[src/rtl/pipe_pkg.sv]
// Shared definitions for the two-entry skid latch: state encoding and the
// control-vector bubble constant.
package pipe_pkg;

  // Encoding doubles as the occupancy count.
  typedef enum logic [1:0] {
    ST_EMPTY = 2'd0,
    ST_ONE   = 2'd1,
    ST_FULL  = 2'd2
  } pipe_state_e;

  localparam int OCC_W    = 2;
  localparam int CTRL_MAX = 64;

  // All-zero control word; sliced down to CTRL_W by users (CTRL_W <= CTRL_MAX).
  localparam logic [CTRL_MAX-1:0] CTRL_NOP = '0;

endpackage

[src/rtl/pipe_reg_w.sv]
// Parametrised-width storage register with load enable and async active-low clear.
module pipe_reg_w #(
  parameter int W = 8
) (
  input  logic         clk,
  input  logic         clr_n,
  input  logic         i_en,
  input  logic [W-1:0] i_d,
  output logic [W-1:0] o_q
);

  logic [W-1:0] r_q;

  always_ff @(posedge clk or negedge clr_n) begin
    if (!clr_n)    r_q <= '0;
    else if (i_en) r_q <= i_d;
  end

  assign o_q = r_q;

endmodule

[src/rtl/pipe_skid_latch.sv]
// Two-entry FIFO pipeline latch (HEAD + SKID) with registered in_ready,
// synchronous flush and a saturating downstream bubble counter.
module pipe_skid_latch
  import pipe_pkg::*;
#(
  parameter int DATA_W = 32,
  parameter int CTRL_W = 7,
  parameter int TAG_W  = 51,
  parameter int CNT_W  = 16
) (
  input  logic              clk,
  input  logic              clr_n,
  input  logic              flush,
  input  logic              in_valid,
  output logic              in_ready,
  input  logic [TAG_W-1:0]  in_tag,
  input  logic [DATA_W-1:0] in_a,
  input  logic [DATA_W-1:0] in_b,
  input  logic [DATA_W-1:0] in_pc,
  input  logic [CTRL_W-1:0] in_ctrl,
  output logic              out_valid,
  input  logic              out_ready,
  output logic [TAG_W-1:0]  out_tag,
  output logic [DATA_W-1:0] out_a,
  output logic [DATA_W-1:0] out_b,
  output logic [DATA_W-1:0] out_pc,
  output logic [CTRL_W-1:0] out_ctrl,
  output logic [OCC_W-1:0]  occupancy,
  output logic [CNT_W-1:0]  bubble_cnt
);

  localparam int HEAD = 0;
  localparam int SKID = 1;

  pipe_state_e r_state, w_state_nxt;

  logic w_push, w_pop;
  logic w_ld_head, w_ld_skid, w_head_from_skid;
  logic [1:0] w_en;

  logic [1:0][TAG_W-1:0]  w_tag_d,  w_tag_q;
  logic [1:0][DATA_W-1:0] w_a_d,    w_a_q;
  logic [1:0][DATA_W-1:0] w_b_d,    w_b_q;
  logic [1:0][DATA_W-1:0] w_pc_d,   w_pc_q;
  logic [1:0][CTRL_W-1:0] w_ctrl_d, w_ctrl_q;

  logic [CNT_W-1:0] r_bubble;

  assign w_push = in_valid & in_ready;
  assign w_pop  = out_valid & out_ready;

  // State register
  always_ff @(posedge clk or negedge clr_n) begin
    if (!clr_n) r_state <= ST_EMPTY;
    else        r_state <= w_state_nxt;
  end

  // Next-state logic; flush wins over any handshake in the same cycle.
  always_comb begin
    w_state_nxt = r_state;
    if (flush) begin
      w_state_nxt = ST_EMPTY;
    end else begin
      case (r_state)
        ST_EMPTY: if (w_push) w_state_nxt = ST_ONE;
        ST_ONE: begin
          if (w_push && !w_pop)      w_state_nxt = ST_FULL;
          else if (!w_push && w_pop) w_state_nxt = ST_EMPTY;
        end
        ST_FULL:  if (w_pop) w_state_nxt = ST_ONE;
        default:  w_state_nxt = ST_EMPTY;
      endcase
    end
  end

  // Handshake and head-entry outputs depend on registered state only.
  always_comb begin
    in_ready  = (r_state != ST_FULL);
    out_valid = (r_state != ST_EMPTY);
    occupancy = r_state;
    out_ctrl  = out_valid ? w_ctrl_q[HEAD] : CTRL_NOP[CTRL_W-1:0];
  end

  assign out_tag = w_tag_q[HEAD];
  assign out_a   = w_a_q[HEAD];
  assign out_b   = w_b_q[HEAD];
  assign out_pc  = w_pc_q[HEAD];

  // Load enables: a dropped (flushed) input never reaches storage, and
  // nothing toggles while the stage stalls.
  always_comb begin
    w_ld_head        = 1'b0;
    w_ld_skid        = 1'b0;
    w_head_from_skid = 1'b0;
    if (!flush) begin
      case (r_state)
        ST_EMPTY: w_ld_head = w_push;
        ST_ONE: begin
          w_ld_head = w_push & w_pop;
          w_ld_skid = w_push & ~w_pop;
        end
        ST_FULL: begin
          w_ld_head        = w_pop;
          w_head_from_skid = w_pop;
        end
        default: ;
      endcase
    end
  end

  assign w_en[HEAD] = w_ld_head;
  assign w_en[SKID] = w_ld_skid;

  assign w_tag_d[HEAD]  = w_head_from_skid ? w_tag_q[SKID]  : in_tag;
  assign w_a_d[HEAD]    = w_head_from_skid ? w_a_q[SKID]    : in_a;
  assign w_b_d[HEAD]    = w_head_from_skid ? w_b_q[SKID]    : in_b;
  assign w_pc_d[HEAD]   = w_head_from_skid ? w_pc_q[SKID]   : in_pc;
  assign w_ctrl_d[HEAD] = w_head_from_skid ? w_ctrl_q[SKID] : in_ctrl;

  assign w_tag_d[SKID]  = in_tag;
  assign w_a_d[SKID]    = in_a;
  assign w_b_d[SKID]    = in_b;
  assign w_pc_d[SKID]   = in_pc;
  assign w_ctrl_d[SKID] = in_ctrl;

  for (genvar e = 0; e < 2; e++) begin : g_ent
    pipe_reg_w #(.W(TAG_W)) u_tag (
      .clk(clk), .clr_n(clr_n), .i_en(w_en[e]), .i_d(w_tag_d[e]), .o_q(w_tag_q[e])
    );
    pipe_reg_w #(.W(DATA_W)) u_a (
      .clk(clk), .clr_n(clr_n), .i_en(w_en[e]), .i_d(w_a_d[e]), .o_q(w_a_q[e])
    );
    pipe_reg_w #(.W(DATA_W)) u_b (
      .clk(clk), .clr_n(clr_n), .i_en(w_en[e]), .i_d(w_b_d[e]), .o_q(w_b_q[e])
    );
    pipe_reg_w #(.W(DATA_W)) u_pc (
      .clk(clk), .clr_n(clr_n), .i_en(w_en[e]), .i_d(w_pc_d[e]), .o_q(w_pc_q[e])
    );
    pipe_reg_w #(.W(CTRL_W)) u_ctrl (
      .clk(clk), .clr_n(clr_n), .i_en(w_en[e]), .i_d(w_ctrl_d[e]), .o_q(w_ctrl_q[e])
    );
  end

  // Bubble counter survives flush; only reset clears it.
  always_ff @(posedge clk or negedge clr_n) begin
    if (!clr_n)
      r_bubble <= '0;
    else if (out_ready && !out_valid && !(&r_bubble))
      r_bubble <= r_bubble + CNT_W'(1);
  end

  assign bubble_cnt = r_bubble;

endmodule

[config.mk]
export PLATFORM = sky130hd
export DESIGN_NAME = pipe_skid_latch
export DESIGN_NICKNAME = d
export VERILOG_FILES = /design/src/rtl/pipe_pkg.sv /design/src/rtl/pipe_reg_w.sv /design/src/rtl/pipe_skid_latch.sv
export SDC_FILE = /design/constraint.sdc
export NUM_CORES = 1
export LEC_CHECK = 0
export CAP_MARGIN = 20
export CELL_PAD_IN_SITES_DETAIL_PLACEMENT = 2
export CELL_PAD_IN_SITES_GLOBAL_PLACEMENT = 2
export CORE_MARGIN = 2
export CORE_UTILIZATION = 35
export DETAILED_ROUTE_END_ITERATION = 10
export PLACE_DENSITY = 0.87
export SETUP_SLACK_MARGIN = 0.4
export SYNTH_ARGS = -nofsm -noshare
export SYNTH_HDL_FRONTEND = slang
export SYNTH_SLANG_ARGS = --single-unit
[constraint.sdc]
create_clock -name clk -period 2.4 [get_ports clk]
set_input_delay 0.24 -clock clk [delete_from_list [all_inputs] [get_ports clk]]
set_output_delay 0.24 -clock clk [all_outputs]
set_load 0.03 [all_outputs]
==> run metrics, run 1 <==
outcome completed; Gate power share 0.269; Finished Layout Cells roughly 1900; initial drt markers roughly 300; largest net degree at the start of global routing 73; Arr. time, crit path 2.54 ns; Synthesis Warnings 0; Via density about 5; fin area between 20000 and 25000 um^2; top cells by area, synth dfrtp_1 (58%), mux2_2 (37%), buf_2 (1.2%), xor2_1 (0.87%), buf_6 (0.56%); CTS Sinks between 300 and 400; critical-path maximum fanout 5; Syn-to-layout area delta 49.9%; CTS buffer count 39; cells after synthesis around 920; Ports around 330; Placed Cells approximately 1800; critical path type reg2reg; nature of the critical path endpoint register; die width 205 um; Worst path max stage delay 0.61 ns; GP Congestion 0.750; detailed-route wire length ~54000 um; Final setup viols 0; Port Buffers 332; CTS clock-pin slew for the worst setup and hold paths around 0.07 ns; htree depth 2; Final Hold Violating Endpoints 0; global-route wire length before repair ~73000 um; # rows 73; top-area cell type share of the netlist area 0.576; startpoint types register; Util after Layout 0.533; initial core utilization 0.356; Seq/Total Area, Yosys 0.576; remaining antenna violation count 0; area leader, netlist dfrtp_1; Core Area ~40000 um^2; Syn Std Cell Area roughly 14000 um^2; routed vias 9557; cell mode on critical path buf_4; Switching Share 0.313; post-layout min period 2.11 ns; Pleak 9.25 nW; DRC 0; Yosys cell types 28; routed len/inst 28.6 um; GRT Total Usage 0.233; Min-Delay Path Class in2async; Initial DRT Pass Iterations 4; die area around 42000 um^2; Placed Area 18600 um^2; filler cell count between 3000 and 4000; clock power share 0.328; Final period util 0.879; Slowest-stage cell, CP or4b_4; nets between 1000 and 1500; worst clock skew around 0.034 ns; GRT overflow 0; Root Driver clkbuf_16; Fmax ~0.47 GHz; setup TNS 0 ns; share of layout cells above drive strength 1 0.473; Synth Register Bits roughly 330; vias in the first global route 11300; Die Ht roughly 210 um; Psw between 0.006 and 0.007 W; initial antenna violation count 10; CP top delay family simple AND/OR/NAND/NOR gates; HPWL after detailed placement around 30000 um; Crit path buffers/inverters 2; WP data required about 2.8 ns; syn_nets roughly 1100; Skew-Pair Late Insertion Delay ~0.58 ns; VDD IR max roughly 0.69 mV; final max-slew violation count 0; pwr dens about 910 nW/um^2; Worst slew margin 0.544; Mean Syn Cell Area ~15 um^2; worst-case clock buffer depth 3; internal power 0.0133 W; Seq pwr share 0.403; pin slew with the least headroom to its limit ~0.68 ns; RSZ-0062 raised after global routing true; critical path, cell by cell buf_4, buf_4, or4b_4, nor4b_2, xor2_1; CTS tree done; Max Cap Viol 0
## layer usage
layer  GRT usage  up-vias  routed length (um)
met4      0.0758        4                1480
met2       0.441      289               30100
li1            -     4134                   -
met1       0.249     5036               19400
met3      0.0616       94                3100
met5           0        -                  27
## synth_stat cells (all sizes together)
cell type	instances
and4	1
nand4	5
nand3	5
or4b	1
clkbuf	9
dfrtp	326
nor4	5
or3b	1
a21boi	1
buf	43
and2	1
ha	1
o21bai	1
nand2	9
nor4b	2
nor2b	8
nor3	7
mux2i	1
nor2	8
inv	1
mux2	464
a21oi	1
xor2	14
nor3b	3
nand2b	1
## worst paths after layout
kind	start	endpoint	slack, ns	cells after the start
max	occupancy[0]	bubble_cnt[14]	0.29	5
min	clr_n	bubble_cnt[14]	0.20	2
max reg2reg	occupancy[0]	bubble_cnt[14]	0.29	5
min reg2reg	g_ent[0].u_ctrl.o_q[3]	g_ent[0].u_ctrl.o_q[3]	0.50	1
max in group asynchronous	clr_n	g_ent[1].u_tag.o_q[17]	1.16	3
min in group clk	in_tag[30]	g_ent[1].u_tag.o_q[30]	0.31	2
## stage by stage
| stage | setup WS, ns | power [W] | hold WS (ns) |
|---|---|---|---|
| after floorplan | 0.388 | 0.0101 | -0.0556 |
| after global placement | 0.110 | 0.0121 | 0.268 |
| after detailed placement | 0.0180 | 0.0125 | 0.269 |
| after CTS | 0.302 | 0.0191 | 0.276 |
| after global routing | 0.233 | 0.0201 | 0.261 |
| final | 0.289 | 0.0193 | 0.204 |
## final cells by class
type / count / area, um^2 / area share
timing repair buffer: 422 / 4870 / 0.229
clock buffer: 58 / 1170 / 0.0550
multi-input combinational: 540 / 6150 / 0.290
sequential: 326 / 8160 / 0.385
tap: 525 / 657 / 0.0309
clock inverter: 11 / 199 / 0.00937
antenna: 6 / 15.0 / 0.000707
inverter: 1 / 3.75 / 0.000177
## flip-flops by register name, summed over array words and instances, names as in the netlist
name and count:
g_ent.u_tag.o_q 102, g_ent.u_pc.o_q 64, bubble_cnt 16, g_ent.u_a.o_q 64
g_ent.u_ctrl.o_q 14, occupancy 2, g_ent.u_b.o_q 64
## repair_timing
action / CTS / global route
setup endpoints to repair: 158 / 172
hold buffers: 1 / 0
hold endpoints to repair: 60 / 0
gates cloned: 6 / 11
gates resized for setup: 59 / 129
setup buffers: 9 / 10
pin swaps: 1 / 2
## cell usage in the layout, fill, tap and decap left out, drive strengths merged, types with 8 or more instances in the layout
cell type	synthesis	final
buf	43	82
clkbuf	9	70
clkdlybuf4s50	0	310
dfrtp	326	326
dlymetal6s2s	0	8
mux2	464	464
nand2	9	9
nor2	8	8
nor2b	8	8
xor2	14	14
## power by group through the flow
| stage | sequential, W | clock [W] | combinational [W] |
|---|---|---|---|
| final | 0.00778 | 0.00634 | 0.00521 |
| after global routing | 0.00793 | 0.00668 | 0.00548 |
| after CTS | 0.00770 | 0.00642 | 0.00499 |
| after detailed placement | 0.00770 | 0 | 0.00481 |
| after global placement | 0.00753 | 0 | 0.00459 |
| after floorplan | 0.00854 | 0 | 0.00154 |
## logic make-up (layout without fill, tap and decap cells)
kind of cell | count (synthesis) | after routing | share of synthesized area
other | 0 | 6 | 0
DFF | 326 | 326 | 0.576
and+or+nand+nor | 57 | 57 | 0.0224
AOI/OAI and AO/OA | 3 | 3 | 0.00141
muxes | 465 | 465 | 0.370
buffers and inverters | 53 | 492 | 0.0210
adders and majority gates | 1 | 1 | 0.000883
xor gates and xnor gates | 14 | 14 | 0.00866
No activity file was read; power rests on OpenSTA's default activity.
==> run 2: changes to the inputs <==
Settings changed: GPL_TIMING_DRIVEN from default to 0, SKIP_LAST_GASP from default to 1.
==> run 2 against run 1 <==
Flip-flop and latch count did not move. Clock skew fell by 0.0092 ns. Core utilization rose by 0.18 points. Cell count rose by 0.37%. Non-clock buffer count rose by 5. Routed wire length fell by 8.0%. Critical endpoint is now g_ent[0].u_tag.o_q[36]. Global-route usage fell by 2.1 points. Cell area rose by 0.34%. Sequential share of layout area fell by 0.12 points.
==> run metrics, run 2 (same netlist as run 1, synthesis figures left out) <==
Core Area 39800 um^2 (unchanged); Critical Path End g_ent[0].u_tag.o_q[36]; launch point of the worst path occupancy[0]; Min-Delay Path Class in2async; Skew-Pair Late Insertion Delay 0.56 ns (-0.02 ns); commonest non-fill, non-tap cell in the layout dfrtp_1; pwr dens 881 nW/um^2 (-3.3%); largest net degree at the start of global routing 113 (+55%); remaining antenna violation count 0 (unchanged); startpoint types register; detailed-route wire length 49700 um (-8.0%); Setup WS pre-CTS -0.697 ns (-0.715 ns); pin slew with the least headroom to its limit 0.605 ns (-0.0788 ns); final max-slew violation count 0 (unchanged); Via density 5.02 (-0.79%); cell mode on critical path mux2_2; critical-path maximum fanout 5 (unchanged); CTS clock-pin slew for the worst setup and hold paths 0.06 ns (about the same); Initial DRT Pass Iterations 4 (unchanged); routed vias 9517 (-0.42%); routed len/inst 26.2 um (-8.3%); worst-case clock buffer depth 3 (unchanged); Reg2Reg Launch Point occupancy[0]; initial antenna violation count 11 (+1); flop2flop setup slack 0.28 ns (about the same); CTS buffer count 39 (unchanged); # rows 73 (unchanged); CP top delay family multiplexers; initial core utilization 0.356 (unchanged); Syn-to-layout area delta 50.4%; nets 1495 (+0.34%); Max Cap Viol 0 (unchanged); Die Ht 205 um (unchanged); Placed Area 18300 um^2 (-1.9%); critical path depth 8 (+3); DRC 0 (unchanged); Fmax 0.472 GHz (-0.44%); share of layout cells above drive strength 1 0.467 (-0.00545); Slowest-stage cell, CP dfrtp_2; nature of the critical path endpoint register; Final setup viols 0 (unchanged); most frequent cells in the layout dfrtp_1 (322), clkdlybuf4s50_1 (314), mux2_2 (292); die area 42100 um^2 (unchanged); GRT Total Usage 0.212 (-0.0206); post-layout min period 2.12 ns (+0.00923 ns); critical path, cell by cell nand2b_4, nor3b_4, buf_6, buf_4, buf_12, clkbuf_16, mux2_2, mux2_2; CTS Sinks 326 (unchanged); WP data required 2.84 ns (about the same); R2R Path End g_ent[0].u_tag.o_q[36]; Arr. time, crit path 2.56 ns (+0.02 ns); Port Buffers 332 (unchanged); global-route wire length before repair 67300 um (-7.5%); worst clock skew 0.0244 ns (-0.00924 ns); Pleak 9.33 nW (+0.84%); vias in the first global route 11000 (-2.7%); GP Congestion 0.725 (-3.2%); HPWL after detailed placement 29100 um (-3.8%); Worst slew margin 0.597 (+0.0526); outcome completed; initial drt markers 312 (+3.0%); Root Driver clkbuf_16; die width 205 um (unchanged); worst setup margin 0.280 ns (-0.00923 ns); Crit path buffers/inverters 4 (+2); Ports 333 (unchanged); CTS tree done; fin area 21300 um^2 (+0.34%); Largest register FFs 102 (unchanged); Final Hold Violating Endpoints 0 (unchanged); Final period util 0.883 (+0.00385); htree depth 2 (unchanged); GRT overflow 0 (unchanged); VDD IR max 0.742 mV (+7.2%); critical path type reg2reg; RSZ-0062 raised after global routing true; Worst path max stage delay 0.42 ns (-0.19 ns); cell count of the worst reg-to-reg path 8 (+3)
## run 2: how the worst min path moves through the flow
stage,slack [ns],end,startpoint
after floorplan,-0.06,bubble_cnt[0],clr_n
after global placement,0.48,g_ent[1].u_a.o_q[25],g_ent[1].u_a.o_q[25]
after detailed placement,0.12,bubble_cnt[9],clr_n
after CTS,0.13,g_ent[0].u_ctrl.o_q[5],clr_n
after global routing,0.16,bubble_cnt[9],clr_n
final,0.15,bubble_cnt[9],clr_n
## run 2: final cells by class
class                           count  area, um^2
Fill cell                        3521       18500
Sequential cell                   326        8160
Multi-Input combinational cell    540        6420
Timing Repair Buffer              375        4160
Clock buffer                       60        1170
Tap cell                          525         657
Buffer                             52         609
Clock inverter                      7         100
Antenna cell                       10        25.0
Inverter                            1        3.75
## run 2: through the flow
stage          power [W]  setup TNS, ns  cells  hold WS (ns)   util
2_1_floorplan     0.0101              0    919       -0.0556      -
3_3_place_gp      0.0121       -4544.75   1776         0.481  0.456
3_5_place_dp      0.0124        -105.76   1779         0.124  0.459
4_1_cts           0.0185              0   1861         0.132  0.504
5_1_grt           0.0196              0   1891         0.163  0.534
6_report          0.0188              0   1896         0.152  0.535
## run 2: layer usage
layer  GRT usage  up-vias  share of wire
li1            -     4147              -
met1       0.227     5019           0.37
met2       0.388      277           0.53
met3      0.0724       74          0.064
met4      0.0717        0          0.028
met5           0        -              0
## run 2: repair_timing
item | CTS | global route
hold buffers | 1 | 0
hold endpoints to repair | 194 | 0
pin swaps | 2 | 3
buffers inserted | 10 | 11
cloned | 4 | 14
gates resized for setup | 126 | 198
endpoints found under the setup margin | 332 | 230
## run 2: where the power goes
group          switching (W)  total [W]  internal (W)
registers           0.000921    0.00775       0.00683
clock network        0.00240    0.00596       0.00355
logic                0.00246    0.00505       0.00259
total                0.00579     0.0188        0.0130
==> run 3: changes to the inputs <==
Settings changed: CAP_MARGIN 20 to 10.
==> results of run 3 <==
Final layout, timing and power as in run 2 (identical DEF).
